### src/rtl/mips_pkg.sv
// Shared MIPS decode constants: opcodes, R-type functs, ALU-op codes, memory sizes
// and the control bundle produced by the ID stage.
package mips_pkg;

  localparam logic [5:0] OP_RTYPE = 6'b000000;
  localparam logic [5:0] OP_J     = 6'b000010;
  localparam logic [5:0] OP_JAL   = 6'b000011;
  localparam logic [5:0] OP_BEQ   = 6'b000100;
  localparam logic [5:0] OP_BNE   = 6'b000101;
  localparam logic [5:0] OP_ADDI  = 6'b001000;
  localparam logic [5:0] OP_ADDIU = 6'b001001;
  localparam logic [5:0] OP_SLTI  = 6'b001010;
  localparam logic [5:0] OP_SLTIU = 6'b001011;
  localparam logic [5:0] OP_ANDI  = 6'b001100;
  localparam logic [5:0] OP_ORI   = 6'b001101;
  localparam logic [5:0] OP_XORI  = 6'b001110;
  localparam logic [5:0] OP_LUI   = 6'b001111;
  localparam logic [5:0] OP_LB    = 6'b100000;
  localparam logic [5:0] OP_LH    = 6'b100001;
  localparam logic [5:0] OP_LW    = 6'b100011;
  localparam logic [5:0] OP_LBU   = 6'b100100;
  localparam logic [5:0] OP_LHU   = 6'b100101;
  localparam logic [5:0] OP_LWU   = 6'b100111;
  localparam logic [5:0] OP_SB    = 6'b101000;
  localparam logic [5:0] OP_SH    = 6'b101001;
  localparam logic [5:0] OP_SW    = 6'b101011;

  localparam logic [5:0] FN_SLL  = 6'b000000;
  localparam logic [5:0] FN_SRL  = 6'b000010;
  localparam logic [5:0] FN_SRA  = 6'b000011;
  localparam logic [5:0] FN_SLLV = 6'b000100;
  localparam logic [5:0] FN_SRLV = 6'b000110;
  localparam logic [5:0] FN_SRAV = 6'b000111;
  localparam logic [5:0] FN_JR   = 6'b001000;
  localparam logic [5:0] FN_JALR = 6'b001001;
  localparam logic [5:0] FN_ADD  = 6'b100000;
  localparam logic [5:0] FN_ADDU = 6'b100001;
  localparam logic [5:0] FN_SUB  = 6'b100010;
  localparam logic [5:0] FN_SUBU = 6'b100011;
  localparam logic [5:0] FN_AND  = 6'b100100;
  localparam logic [5:0] FN_OR   = 6'b100101;
  localparam logic [5:0] FN_XOR  = 6'b100110;
  localparam logic [5:0] FN_NOR  = 6'b100111;
  localparam logic [5:0] FN_SLT  = 6'b101010;
  localparam logic [5:0] FN_SLTU = 6'b101011;

  localparam logic [2:0] ALU_ADD = 3'b000;
  localparam logic [2:0] ALU_SUB = 3'b001;
  localparam logic [2:0] ALU_R   = 3'b010;
  localparam logic [2:0] ALU_AND = 3'b011;
  localparam logic [2:0] ALU_OR  = 3'b100;
  localparam logic [2:0] ALU_XOR = 3'b101;
  localparam logic [2:0] ALU_LUI = 3'b110;
  localparam logic [2:0] ALU_SLT = 3'b111;

  localparam logic [1:0] SIZE_BYTE = 2'b00;
  localparam logic [1:0] SIZE_HALF = 2'b01;
  localparam logic [1:0] SIZE_WORD = 2'b11;

  typedef struct packed {
    logic       mem_to_reg;
    logic       write_reg;
    logic       mem_read;
    logic       mem_write;
    logic       branch;
    logic       is_signed;
    logic [1:0] size;
    logic       reg_dest;
    logic       alu_src;
    logic [2:0] alu_op;
    logic       jump;
    logic       link;
  } ctrl_t;

  // Load/store opcodes encode the access width in their two low bits.
  function automatic logic [1:0] ls_size(input logic [5:0] op);
    case (op[1:0])
      2'b00:   ls_size = SIZE_BYTE;
      2'b01:   ls_size = SIZE_HALF;
      default: ls_size = SIZE_WORD;
    endcase
  endfunction

endpackage

### src/rtl/instr_decoder.sv
// Purely combinational MIPS decode of opcode/funct into the ID control bundle,
// plus an illegal flag and whether rt is read as a source.
module instr_decoder
  import mips_pkg::*;
(
  input  logic [31:0] instr,
  output ctrl_t       ctrl,
  output logic        illegal,
  output logic        uses_rt,
  output logic [4:0]  rs,
  output logic [4:0]  rt,
  output logic [4:0]  rd
);
  logic [5:0] opcode;
  logic [5:0] funct;
  logic       unused_shamt;

  assign opcode       = instr[31:26];
  assign funct        = instr[5:0];
  assign rs           = instr[25:21];
  assign rt           = instr[20:16];
  assign unused_shamt = ^instr[10:6];

  always_comb begin
    ctrl    = '0;
    illegal = 1'b0;
    uses_rt = 1'b0;
    rd      = instr[15:11];
    case (opcode)
      OP_RTYPE: begin
        ctrl.reg_dest  = 1'b1;
        ctrl.write_reg = 1'b1;
        ctrl.alu_op    = ALU_R;
        uses_rt        = 1'b1;
        case (funct)
          FN_SLL, FN_SRL, FN_SRA, FN_SLLV, FN_SRLV, FN_SRAV,
          FN_ADD, FN_ADDU, FN_SUB, FN_SUBU, FN_AND, FN_OR,
          FN_XOR, FN_NOR, FN_SLT, FN_SLTU: ;
          FN_JR: begin
            ctrl.jump      = 1'b1;
            ctrl.write_reg = 1'b0;
          end
          FN_JALR: begin
            ctrl.jump = 1'b1;
            ctrl.link = 1'b1;
          end
          default: illegal = 1'b1;
        endcase
      end
      OP_J: ctrl.jump = 1'b1;
      OP_JAL: begin
        ctrl.jump      = 1'b1;
        ctrl.link      = 1'b1;
        ctrl.write_reg = 1'b1;
        rd             = 5'd31;
      end
      OP_BEQ, OP_BNE: begin
        ctrl.branch = 1'b1;
        ctrl.alu_op = ALU_SUB;
        uses_rt     = 1'b1;
      end
      OP_ADDI, OP_ADDIU, OP_SLTI, OP_SLTIU, OP_ANDI, OP_ORI, OP_XORI, OP_LUI: begin
        ctrl.write_reg = 1'b1;
        ctrl.alu_src   = 1'b1;
        case (opcode)
          OP_SLTI, OP_SLTIU: ctrl.alu_op = ALU_SLT;
          OP_ANDI:           ctrl.alu_op = ALU_AND;
          OP_ORI:            ctrl.alu_op = ALU_OR;
          OP_XORI:           ctrl.alu_op = ALU_XOR;
          OP_LUI:            ctrl.alu_op = ALU_LUI;
          default:           ctrl.alu_op = ALU_ADD;
        endcase
      end
      OP_LB, OP_LH, OP_LW, OP_LBU, OP_LHU, OP_LWU: begin
        ctrl.mem_read   = 1'b1;
        ctrl.mem_to_reg = 1'b1;
        ctrl.write_reg  = 1'b1;
        ctrl.alu_src    = 1'b1;
        ctrl.size       = ls_size(opcode);
        ctrl.is_signed  = ~opcode[2];
      end
      OP_SB, OP_SH, OP_SW: begin
        ctrl.mem_write = 1'b1;
        ctrl.alu_src   = 1'b1;
        ctrl.size      = ls_size(opcode);
        uses_rt        = 1'b1;
      end
      default: illegal = 1'b1;
    endcase
  end

endmodule

### src/rtl/decode_control_stage.sv
// ID stage: registers decoded control, detects load-use hazards against the
// instruction in ID/EX, and tracks a sticky illegal flag and a stall counter.
module decode_control_stage
  import mips_pkg::*;
#(
  parameter int WIDTH      = 32,
  parameter int REG_ADDR_W = 5,
  parameter int ALU_OP_W   = 3,
  parameter int CNT_W      = 16
) (
  input  logic                  i_clk,
  input  logic                  i_reset,
  input  logic [WIDTH-1:0]      i_instruction,
  input  logic                  i_valid,
  input  logic                  i_flush,
  input  logic                  i_halt,
  output logic                  o_stall,
  output logic                  o_valid,
  output logic                  o_WB_mem_to_reg,
  output logic                  o_WB_write_reg,
  output logic                  o_MEM_mem_read,
  output logic                  o_MEM_mem_write,
  output logic                  o_MEM_branch,
  output logic                  o_MEM_signed,
  output logic [1:0]            o_MEM_size,
  output logic                  o_EX_reg_dest,
  output logic                  o_EX_ALU_src,
  output logic [ALU_OP_W-1:0]   o_EX_ALU_op,
  output logic                  o_jump,
  output logic                  o_link,
  output logic [REG_ADDR_W-1:0] o_rs,
  output logic [REG_ADDR_W-1:0] o_rt,
  output logic [REG_ADDR_W-1:0] o_rd,
  output logic                  o_illegal,
  output logic [CNT_W-1:0]      o_stall_count
);
  ctrl_t                 dec_ctrl;
  logic                  dec_illegal;
  logic                  dec_uses_rt;
  logic [4:0]            dec_rs;
  logic [4:0]            dec_rt;
  logic [4:0]            dec_rd;
  ctrl_t                 ctrl_q;
  logic                  valid_q;
  logic [REG_ADDR_W-1:0] rs_q;
  logic [REG_ADDR_W-1:0] rt_q;
  logic [REG_ADDR_W-1:0] rd_q;
  logic                  illegal_q;
  logic [CNT_W-1:0]      stall_count_q;
  logic                  hazard;
  logic                  stall;

  instr_decoder u_decoder (
    .instr   (i_instruction[31:0]),
    .ctrl    (dec_ctrl),
    .illegal (dec_illegal),
    .uses_rt (dec_uses_rt),
    .rs      (dec_rs),
    .rt      (dec_rt),
    .rd      (dec_rd)
  );

  assign hazard = valid_q && ctrl_q.mem_read && (rt_q != '0) && i_valid &&
                  ((rt_q == REG_ADDR_W'(dec_rs)) ||
                   (dec_uses_rt && (rt_q == REG_ADDR_W'(dec_rt))));
  // A flush redirects the PC, so it must never be held by a stall at the same time.
  assign stall  = hazard && !i_halt && !i_flush;

  always_ff @(posedge i_clk or posedge i_reset) begin
    if (i_reset) begin
      ctrl_q        <= '0;
      valid_q       <= 1'b0;
      rs_q          <= '0;
      rt_q          <= '0;
      rd_q          <= '0;
      illegal_q     <= 1'b0;
      stall_count_q <= '0;
    end else if (i_flush || (!i_halt && (stall || !i_valid || dec_illegal))) begin
      ctrl_q  <= '0;
      valid_q <= 1'b0;
      rs_q    <= '0;
      rt_q    <= '0;
      rd_q    <= '0;
      if (!i_flush && stall && (stall_count_q != '1))
        stall_count_q <= stall_count_q + 1'b1;
      if (!i_flush && !stall && i_valid && dec_illegal)
        illegal_q <= 1'b1;
    end else if (!i_halt) begin
      ctrl_q  <= dec_ctrl;
      valid_q <= 1'b1;
      rs_q    <= REG_ADDR_W'(dec_rs);
      rt_q    <= REG_ADDR_W'(dec_rt);
      rd_q    <= REG_ADDR_W'(dec_rd);
    end
  end

  assign o_stall         = stall;
  assign o_valid         = valid_q;
  assign o_WB_mem_to_reg = ctrl_q.mem_to_reg;
  assign o_WB_write_reg  = ctrl_q.write_reg;
  assign o_MEM_mem_read  = ctrl_q.mem_read;
  assign o_MEM_mem_write = ctrl_q.mem_write;
  assign o_MEM_branch    = ctrl_q.branch;
  assign o_MEM_signed    = ctrl_q.is_signed;
  assign o_MEM_size      = ctrl_q.size;
  assign o_EX_reg_dest   = ctrl_q.reg_dest;
  assign o_EX_ALU_src    = ctrl_q.alu_src;
  assign o_EX_ALU_op     = ALU_OP_W'(ctrl_q.alu_op);
  assign o_jump          = ctrl_q.jump;
  assign o_link          = ctrl_q.link;
  assign o_rs            = rs_q;
  assign o_rt            = rt_q;
  assign o_rd            = rd_q;
  assign o_illegal       = illegal_q;
  assign o_stall_count   = stall_count_q;

endmodule

### config.mk
export PLATFORM = sky130hd
export DESIGN_NAME = decode_control_stage
export DESIGN_NICKNAME = d
export VERILOG_FILES = /design/src/rtl/mips_pkg.sv /design/src/rtl/instr_decoder.sv /design/src/rtl/decode_control_stage.sv
export SDC_FILE = /design/constraint.sdc
export NUM_CORES = 1
export LEC_CHECK = 0
export BUFFER_PORTS_ARGS = -buffer_cell sky130_fd_sc_hd__buf_2
export CAP_MARGIN = 5
export CORE_MARGIN = 3
export CORE_UTILIZATION = 30
export CTS_CLUSTER_SIZE = 24
export DETAILED_ROUTE_END_ITERATION = 12
export GPL_ROUTABILITY_DRIVEN = 0
export SLEW_MARGIN = 40
export SYNTH_ARGS = -nofsm -noshare
export SYNTH_HDL_FRONTEND = slang
export SYNTH_SLANG_ARGS = --single-unit
### constraint.sdc
create_clock -name i_clk -period 2.1 [get_ports i_clk]
set_clock_uncertainty 0.1 [all_clocks]
set_input_delay 0.315 -clock i_clk [delete_from_list [all_inputs] [get_ports i_clk]]
set_output_delay 0.315 -clock i_clk [all_outputs]
set_load 0.05 [all_outputs]
## After elaboration in Yosys (flattened, before gate mapping)

Cells that the tools add are included.

- Register bits after elaboration: 48
- Latch bits: 0
- Memory bits (writable): 0
- Memory bits (read-only): 0
- Bits of input ports: 37
- Output and inout bits: 49
- Logic and storage cells: 133
- Memories kept: 0

- $add $sub $neg: 1
- $mul: 0
- Div/mod/pow operators: 0
- $lt $le $gt $ge: 0
- Equality and inequality tests: 43
- Shift-type cells: 0
- Multiplexer cells: 30
- Bitwise operators: 1
- Reduce and logical (&&, ||, !) cells: 40

Operators by type and width:

| kind | count |
|---|---|
| 6-bit equality test, second input constant | 19 |
| 6-bit by 4-bit equality test with 1-bit output, second input constant | 10 |
| 5-bit two-way mux | 7 |
| 6-bit by 3-bit equality test with 1-bit output, second input constant | 5 |
| 15-bit two-way mux | 2 |
| 6-bit by 2-bit equality test with 1-bit output, second input constant | 4 |
| 21-bit OR reduction | 1 |
| 18-bit OR reduction | 1 |
| 17-bit OR reduction | 1 |
| 16-bit by 1-bit adder with 16-bit output, second input constant | 1 |
| 16-bit inequality test, second input constant | 1 |
| 3-bit one-hot mux with 5 select lines | 1 |
| 15-bit OR reduction | 1 |
| 1-bit logical AND | 13 |
| 1-bit two-way mux | 13 |
| 6-bit logical NOT | 2 |
| 6-bit OR reduction | 2 |
| 5-bit equality test | 2 |
| 3-bit one-hot mux with 3 select lines | 1 |
| 9-bit OR reduction | 1 |
| 1-bit one-hot mux with 2 select lines | 4 |
| 2-bit OR reduction | 4 |
| 8-bit OR reduction | 1 |
| 5-bit nonzero test | 1 |
| 10 further kinds | 17 |

## Depth between registers and ports, before layout

Gate-level depths: netlist (run 1).

- Depth after elaboration: 13
- Depth in mapped cells: 9

## Hierarchy

Synthesis (run 1) repeated with hierarchy kept, for this count alone.

- Cell total of the unflattened synthesis: 254
- Area total of the unflattened synthesis: 2658.8 µm²

By module, submodules not included:

| module | instances | cells each | area an instance (µm²) |
|---|---|---|---|
| decode_control_stage | 1 | 173 | 2152.1 |
| instr_decoder | 1 | 81 | 506.7 |

## Worst setup path after synthesis (run 1)

OpenSTA, ideal clock, no wires.

- Kind: flip-flop to flip-flop
- From: register rt_q[3], in the netlist o_rt[3]
- To: register rt_q[4], in the netlist o_rt[4]
- Arrival time: 2132 ps
- Required time: 1879 ps
- Slack: -253 ps
- Stages on the path, launching flop included: 9
- Clock period less this slack: 2353 ps
- Cell sequence: dfrtp_1 xnor2_1 nand4_1 nor4_2 o21bai_2 and3b_1 buf_2 buf_6 a22o_2

- Word-level cells in the longest chain between the ends: 11
- Elaborated cells on any way between the ends: 16

Ends and longest elaborated chain:

| what | line | RTL |
|---|---|---|
| start: declaration | decode_control_stage.sv:46 | `logic [REG_ADDR_W-1:0] rt_q;` |
| start signal: assignment | decode_control_stage.sv:92 | `rt_q <= REG_ADDR_W'(dec_rt);` |
| 5-bit equality test or 5-bit nonzero test (tied branches) | decode_control_stage.sv:65, decode_control_stage.sv:63 |  |
| 1-bit logical AND, on equally long branches | decode_control_stage.sv:65, decode_control_stage.sv:63 |  |
| 1-bit logical OR or 1-bit logical AND (tied branches) | decode_control_stage.sv:64, decode_control_stage.sv:63 |  |
| 1-bit logical AND (*) | decode_control_stage.sv:63 | `assign hazard = valid_q && ctrl_q.mem_read && (rt_q != '0) && i_valid &&` |
| 1-bit logical AND (*) (2 in a row) | decode_control_stage.sv:67 | `assign stall = hazard && !i_halt && !i_flush;` |
| 1-bit logical OR (*) (2 in a row) | decode_control_stage.sv:78 | `end else if (i_flush \|\| (!i_halt && (stall \|\| !i_valid \|\| dec_illegal))) begin` |
| 1-bit logical AND (*) | decode_control_stage.sv:78 |  |
| 1-bit logical OR (*) | decode_control_stage.sv:78 |  |
| 2-bit by 1-bit inequality test with 1-bit output (no source line) or 5-bit two-way mux (tied branches) | -- |  |

Mark *: on every way between the ends. The rest lies on a longest branch, timed or not.
A chain may end at the register's enable or synchronous reset.

## Worst setup path in the final report (run 1)

- From: register rt_q[1], in the netlist o_rt[1]
- To: output port o_stall

- Word-level cells in the longest chain between the ends: 6
- Elaborated cells on any way between the ends: 10

Ends and longest elaborated chain:

| what | line | RTL |
|---|---|---|
| 5-bit equality test or 5-bit nonzero test (tied branches) | decode_control_stage.sv:65, decode_control_stage.sv:63 |  |
| 1-bit logical AND, on equally long branches | decode_control_stage.sv:65, decode_control_stage.sv:63 |  |
| 1-bit logical OR or 1-bit logical AND (tied branches) | decode_control_stage.sv:64, decode_control_stage.sv:63 |  |
| 1-bit logical AND (*) | decode_control_stage.sv:63 |  |
| 1-bit logical AND (*) (2 in a row) | decode_control_stage.sv:67 |  |
| end: declaration | decode_control_stage.sv:17 | `output logic o_stall,` |

Marked as above.

==> out/qor.txt, run 1 <==
SETUP PATH
--------------------------------------------------------------------------------------
Data required time at the worst endpoint ................................      1.68 ns
Worst Reg2Reg Path Length in Cells ......................................            8
Delay of the slowest cell on the worst path .............................      0.55 ns
Worst Path Max Fanout ...................................................            3
Crit path max-delay family .............................................. simple AND/OR/NAND/NOR gates
Startpoint types ........................................................     register
Chain of cells forming the critical path ................................ or4_4 > o2111ai_4 > nor2_4 > o21ai_4 > inv_4 > buf_8
Slowest CP cell .........................................................        or4_4
Path length in cells of the critical path ...............................            6
Buffers and inverters on the worst path .................................            2
Worst EP arrival ........................................................      1.88 ns
Worst setup path class .................................................. register to output pin
Crit path capture type ..................................................   output pin

PLACE
--------------------------------------------------------------------------------------
Cell Count Post-Placement ...............................................          454
HPWL after detailed placement ...........................................      5160 um
Port Buf Inserts ........................................................           80

LOGIC SYNTHESIS
--------------------------------------------------------------------------------------
Async set-reset flop share out of synthesis .............................         1.00
Adder-Cell Fraction of Synth Area .......................................      0.00508
Synth warn ..............................................................            0
Largest family of logic cells by synthesized area ....................... simple AND/OR/NAND/NOR gates
Fraction of synthesized area in multiplexers ............................      0.00610
Mean area per synthesized cell ..........................................   9.81 sq um
Area fraction in compound gates after synthesis .........................        0.155
Sequential-to-total area share from yosys stat ..........................        0.478
Xor and xnor area share after synthesis .................................       0.0925
Syn_nets ................................................................          289
Gate count of the mapped netlist ........................................          251
Area of the mapped netlist .............................................. 0.00246 sq mm
Number of synthesized flops with an enable pin ..........................            0
Simple-gate area share of the yosys netlist .............................        0.229
Dominant synthesized flop cell ..........................................      dfrtp_1
Number of storage elements in the synthesis netlist .....................           47
Cell variety after synth ................................................           51

GLOBAL ROUTING
--------------------------------------------------------------------------------------
Vias in the first global route ..........................................         2316
Wire length of the first global-routing pass ............................     11200 um
Maximum number of pins on one net before global-route repair ............           27
Overflow left after global routing ......................................            0
Initial antenna violation count .........................................            0
Global Route Usage Sum ..................................................        0.153

STA
--------------------------------------------------------------------------------------
Relative max-transition margin ..........................................        0.655
Final setup violating endpoints .........................................           34
Hold WS .................................................................     0.146 ns
Post-route setup slack ..................................................    -0.200 ns
Final Max Tran Viols ....................................................            0
Final Cycle Share .......................................................         1.10
Tightest Pin Transition .................................................     0.516 ns
Upper clock frequency limit .............................................    0.435 GHz
Period minus WS final ...................................................      2.30 ns
Unrepaired setup endpoints after global routing .........................         true
Final hold violations ...................................................            0

ROUTE
--------------------------------------------------------------------------------------
Routed wirelength normalized by instance count ..........................      15.0 um
Post-Route WL ...........................................................      7080 um
Post-route ant nets .....................................................            0
Via-to-Cell Ratio .......................................................         4.91
Residual DRC count ......................................................            0
Via Count ...............................................................         2323
Drt first-iter violations ...............................................           67
First-pass iteration count of the detailed router .......................            4

CLOCK TREE
--------------------------------------------------------------------------------------
Clock insertion delay at the later pin of the skew report ...............      0.31 ns
Clock Tree Root .........................................................     clkbuf_8
Clock H-tree levels .....................................................            2
Largest buffer count on any clock path ..................................            2
TritonCTS clock tree ....................................................         done
Clock slew at the register clock pins of the worst setup and hold paths .      0.09 ns
Number of buffers added by the clock tree synthesis step ................            5
Sink count of the clock tree ............................................           47

POWER AND IR DROP
--------------------------------------------------------------------------------------
Proportion of power drawn by flip-flops and latches .....................        0.521
Internal portion of total power .........................................      1.26 mW
Switching share of power ................................................        0.285
IR Drop Worst-Case VDD ..................................................       214 uV
Total power density per cell area .......................................  463 mW/mm^2
Share of total power in the clock network ...............................        0.322
Combinational share of power ............................................        0.156
Leakage Power ...........................................................      1.89 nW
Psw .....................................................................     0.503 mW

FINAL LAYOUT
--------------------------------------------------------------------------------------
Flip-flop count of the largest register, all copies and words added .....           16
Ratio of cells with drive above 1 in the final layout ...................        0.523
Most frequent standard cell in the layout excluding fill and tap cells ..        buf_2
Filler cell count in the final layout ...................................          760
Post-Route Utilization ..................................................        0.485
Final Instance Count excl. Fillers ......................................          473
Ant. Diodes .............................................................            0
Net count reported at finish ............................................          408
P&R area growth vs syn ..................................................        54.6%
Most frequent cells in the layout ....................................... 79 x buf_2, 38 x dfrtp_1, 34 x buf_4

DIE
--------------------------------------------------------------------------------------
Overall die width .......................................................      96.6 um
Std cell rows ...........................................................           32
Die Footprint ........................................................... 0.00933 sq mm
Area of the core region ................................................. 0.00785 sq mm
Initial cell density of the core ........................................        0.314
I/O Pins ................................................................           86
Height of the die .......................................................      96.6 um

JOB
--------------------------------------------------------------------------------------
Reported max-cap violation count ........................................            0

WORST HOLD PATH
--------------------------------------------------------------------------------------
Path type of the worst min-delay path ................................... input port to register
Hold Path Cell Cnt ......................................................            3

OUTCOME
--------------------------------------------------------------------------------------
Result of the run ....................................................... finished with violations
Failing checks .......................................................... setup timing

[tightest hold or removal path, stage by stage]
cell	delay, ns
buf_2	0.08
nor2_1	0.04
o21ai_2	0.09
[through the flow]
step | worst slack (ns) | total power [mW] | instance area, sq um | setup TNS [ns]
after floorplan | -0.102 | 1.07 | 2510 | -0.904
after global placement | -0.150 | 1.17 | 3300 | -2.01
after detailed placement | -0.186 | 1.18 | 3300 | -2.87
after CTS | -0.208 | 1.76 | 3550 | -2.12
after global routing | -0.267 | 1.84 | 3800 | -5.01
final | -0.200 | 1.76 | 3800 | -1.58
[cells in the mapped netlist, types with 2 or more instances]
| cell | count | area share |
|---|---|---|
| a21oi_1 | 7 | 0.014 |
| xor2_1 | 18 | 0.064 |
| a22o_1 | 10 | 0.036 |
| nor4_1 | 8 | 0.020 |
| nor2b_1 | 4 | 0.010 |
| a32o_1 | 4 | 0.016 |
| buf_2 | 2 | 0.0041 |
| nor3b_1 | 3 | 0.0092 |
| and4_1 | 2 | 0.0071 |
| nand2_1 | 31 | 0.047 |
| inv_1 | 4 | 0.0061 |
| nand3_1 | 9 | 0.018 |
| and3_1 | 4 | 0.010 |
| nor3_1 | 10 | 0.020 |
| xnor2_1 | 8 | 0.028 |
| nor2_1 | 14 | 0.021 |
| clkbuf_1 | 10 | 0.015 |
| dfrtp_1 | 47 | 0.48 |
| nand2b_1 | 5 | 0.013 |
| a31oi_1 | 2 | 0.0051 |
| o21ai_0 | 15 | 0.031 |
| o31ai_1 | 2 | 0.0061 |
| nand4_1 | 3 | 0.0076 |
| nor2_2 | 2 | 0.0051 |
[power by group through the flow]
stage	sequential [mW]	clock (mW)	combinational (mW)
after floorplan	0.967	0	0.103
after global placement	0.936	0	0.237
after detailed placement	0.936	0	0.241
after CTS	0.919	0.585	0.255
after global routing	0.921	0.623	0.300
final	0.919	0.568	0.276
[cells by family (layout without fill, tap and decap cells)]
logic type	count (synthesis)	count (layout)
buffers and inverters	19	139
DFF	47	47
xor gates and xnor gates	26	26
muxes	1	1
adders and majority gates	1	1
and+or+nand+nor	106	106
AOI/OAI and AO/OA	51	51
[area by class of cell]
class	instances	area (sq um)	share of cell area
multi-input combinational	185	1490	0.392
sequential	47	1190	0.312
timing repair buffer	127	891	0.234
tap	102	128	0.0335
clock buffer	5	68.8	0.0181
clock inverter	3	20.0	0.00526
inverter	4	17.5	0.00460
[timing repair]
| action | 4_1_cts | 5_1_grt |
|---|---|---|
| gates resized for setup | 13 | 51 |
| setup buffers | 5 | 4 |
| endpoints found under the setup margin | 35 | 47 |
| hold buffers | 1 | 0 |
| hold endpoints to repair | 21 | 0 |
| gates cloned | 1 | 1 |
| pin swaps | 17 | 14 |
[worst paths after layout]
kind	slack [ns]	startpoint	endpoint
min in group asynchronous	0.48	i_reset	o_stall_count[3]
min reg2reg	0.38	o_EX_ALU_src	o_EX_ALU_src
max	-0.20	o_rt[1]	o_stall
min	0.15	i_instruction[15]	o_rd[4]
max reg2reg	-0.17	o_rt[1]	o_stall_count[14]
max in group asynchronous	0.86	i_reset	o_rt[1]
[layer usage]
metal / global-route usage / routed length [um]
met5: 0 / 0
met4: 0.0456 / 95
met3: 0.0279 / 354
met2: 0.267 / 3580
met1: 0.192 / 3050
Note: power is estimated with default switching activity, not from simulation.
==> run 2: changes to the inputs <==
- CAP_MARGIN: 5 -> 20
- TNS_END_PERCENT: default -> 50
- clock period: 2.1 -> 2 ns (I/O delays scaled with it)
==> run 2 against run 1 <==
Net effect:
- the flow still finishes with violations (setup timing)
- via count grew 3.5%
- worst hold slack gained 0.0034 ns
- sequential cell count is the same
- largest power group unchanged
- critical endpoint unchanged
- core utilization shrank 0.27 points
==> out/qor.txt, run 2 (synthesis results as in run 1) <==
OUTCOME
--------------------------------------------------------------------------------------
Result of the run ....................................................... finished with violations
Failing checks .......................................................... setup timing

FINAL LAYOUT
--------------------------------------------------------------------------------------
Filler cell count in the final layout ...................................          771   +1.4%
Most frequent standard cell in the layout excluding fill and tap cells ..        buf_2
Sequential cell area .................................................... 0.00119 sq mm   -0.11%
Ant. Diodes .............................................................            0   unchanged
Most frequent cells in the layout ....................................... 79 x buf_2, 49 x buf_4, 39 x dfrtp_1
Flip-flop count of the largest register, all copies and words added .....           16   unchanged
P&R area growth vs syn ..................................................        53.7%
Ratio of cells with drive above 1 in the final layout ...................        0.500   -0.0229
Net count reported at finish ............................................          421   +3.2%
Area taken by multi-input logic gates ................................... 0.00145 sq mm   -2.8%

SETUP PATH
--------------------------------------------------------------------------------------
Startpoint types ........................................................     register
Crit. Startpoint ........................................................      o_rt[1]
Worst EP arrival ........................................................      1.89 ns   about the same
Worst R2R Setup Slack ...................................................     -0.25 ns   -0.08 ns
R2r startpoint ..........................................................      o_rt[1]
Worst setup path class .................................................. register to output pin
Worst Path Max Fanout ...................................................            3   unchanged
Data required time at the worst endpoint ................................      1.60 ns   -0.08 ns
Worst Reg2Reg Path Length in Cells ......................................            8   unchanged
Reg2Reg Capture Point ................................................... o_stall_count[2]
Crit path capture type ..................................................   output pin

STA
--------------------------------------------------------------------------------------
TNS Setup ...............................................................     -8.14 ns   -6.55 ns
Period minus WS final ...................................................      2.29 ns
Final Max Tran Viols ....................................................            0   unchanged
Tightest Pin Transition .................................................     0.493 ns   -0.0229 ns
Relative max-transition margin ..........................................        0.671   +0.0158
Final setup violating endpoints .........................................           47   +38%
Post-route setup slack ..................................................    -0.289 ns   -0.0894 ns
Final Cycle Share .......................................................         1.14
Upper clock frequency limit .............................................    0.437 GHz
Final hold violations ...................................................            0   unchanged
Unrepaired setup endpoints after global routing .........................         true

GLOBAL ROUTING
--------------------------------------------------------------------------------------
Vias in the first global route ..........................................         2325   +0.39%
Initial antenna violation count .........................................            0   unchanged
Global Route Usage Sum ..................................................        0.154   +0.00130
Maximum number of pins on one net before global-route repair ............           22   -19%
Overflow left after global routing ......................................            0   unchanged
Wire length of the first global-routing pass ............................     11100 um   -0.55%

ROUTE
--------------------------------------------------------------------------------------
Drt first-iter violations ...............................................           96   +43%
First-pass iteration count of the detailed router .......................            4   unchanged
Via-to-Cell Ratio .......................................................         4.95   +0.72%
Routed wirelength normalized by instance count ..........................      15.1 um   +0.79%
Via Count ...............................................................         2404   +3.5%
Post-Route WL ...........................................................      7330 um   +3.6%
Post-route ant nets .....................................................            0   unchanged
Residual DRC count ......................................................            0   unchanged

JOB
--------------------------------------------------------------------------------------
Reported max-cap violation count ........................................            0   unchanged

POWER AND IR DROP
--------------------------------------------------------------------------------------
Total power density per cell area .......................................  514 mW/mm^2   +11%
Share of total power in the clock network ...............................        0.363   +0.041
IR Drop Worst-Case VDD ..................................................       230 uV   +7.8%
Internal portion of total power .........................................      1.44 mW   +15%
Psw .....................................................................     0.500 mW   -0.67%
Switching share of power ................................................        0.257   -0.0283
Leakage Power ...........................................................      1.91 nW   +0.91%
Combinational share of power ............................................        0.140   -0.016
Proportion of power drawn by flip-flops and latches .....................        0.497   -0.024

DIE
--------------------------------------------------------------------------------------
Initial cell density of the core ........................................        0.314   unchanged
Area of the core region ................................................. 0.00785 sq mm   unchanged
Die Footprint ........................................................... 0.00933 sq mm   unchanged
Std cell rows ...........................................................           32   unchanged
I/O Pins ................................................................           86   unchanged
Overall die width .......................................................      96.6 um   unchanged
Height of the die .......................................................      96.6 um   unchanged

CLOCK TREE
--------------------------------------------------------------------------------------
Number of buffers added by the clock tree synthesis step ................            5   unchanged
Largest buffer count on any clock path ..................................            2   unchanged
Sink count of the clock tree ............................................           47   unchanged
TritonCTS clock tree ....................................................         done
Clock insertion delay at the later pin of the skew report ...............      0.31 ns   about the same
Clock slew at the register clock pins of the worst setup and hold paths .      0.09 ns   about the same
Clock Tree Root .........................................................     clkbuf_8
Clock H-tree levels .....................................................            2   unchanged

PLACE
--------------------------------------------------------------------------------------
Post-placement setup slack ..............................................    -0.319 ns   -0.133 ns
Port Buf Inserts ........................................................           80   unchanged
HPWL after detailed placement ...........................................      5190 um   +0.48%

WORST HOLD PATH
--------------------------------------------------------------------------------------
Worst Hold Path EP ......................................................      o_rs[4]
Min-delay src ........................................................... i_instruction[25]
Hold Path Cell Cnt ......................................................            2   -1
Path type of the worst min-delay path ................................... input port to register

## run 2: cell types whose count changed in the layout (fill, tap and decap cells not counted), sizes merged
| cell | previous run | this run |
|---|---|---|
| and3b | 1 | 2 |
| buf | 124 | 138 |
| bufinv | 0 | 1 |
| clkinv | 1 | 0 |
| clkinvlp | 2 | 0 |
## run 2: through the flow
step / total power [mW] / instances / area (sq um) / hold WS, ns / util
after floorplan: 1.12 / 251 / 2530 / 0.340 / -
after global placement: 1.24 / 467 / 3360 / 0.207 / 0.428
after detailed placement: 1.24 / 467 / 3360 / 0.209 / 0.428
after CTS: 1.96 / 479 / 3610 / 0.139 / 0.460
after global routing: 2.04 / 486 / 3780 / 0.151 / 0.482
final: 1.94 / 486 / 3780 / 0.149 / 0.482
## run 2: power by group through the flow
stage	combinational [mW]	sequential [mW]	clock (mW)
6_report	0.273	0.965	0.706
5_1_grt	0.297	0.967	0.771
4_1_cts	0.267	0.965	0.729
3_5_place_dp	0.255	0.983	0
3_3_place_gp	0.253	0.983	0
2_1_floorplan	0.108	1.02	0
## run 2: worst max path at each step
stage                       endpoint  cells past startpoint
finish                       o_stall                      6
global route                 o_stall                      6
CTS                          o_stall                      6
detailed placement    o_EX_ALU_op[1]                      5
global placement        o_MEM_signed                      5
floorplan           o_stall_count[1]                      6
## run 2: repair_timing
item                                    4_1_cts  5_1_grt
buffers inserted                              2        6
hold buffers                                  1        0
resized for setup                            19       29
hold endpoints to repair                     14        0
pin swaps                                     4       26
cloned                                        1        1
endpoints found under the setup margin       47       47
## run 2: cell type report
class	instances	area share
Clock buffer	7	0.0202
Sequential cell	47	0.313
Multi-Input combinational cell	186	0.384
Inverter	4	0.00463
Timing Repair Buffer	139	0.236
Clock inverter	1	0.00794
Tap cell	102	0.0337
## run 2: worst max-delay path, cell delays in order (launching register included)
cell	delay [ns]
dfrtp_2	0.42
or4_4	0.56
o2111ai_4	0.25
nor2_4	0.07
o21ai_4	0.10
inv_4	0.04
buf_6	0.15
## run 2: metal layers
metal,GRT usage,share of wire,vias up
li1,-,-,1165
met1,0.191,0.43,1161
met3,0.0395,0.052,10
met2,0.267,0.50,68
met4,0.0409,0.013,0
met5,0,0,-
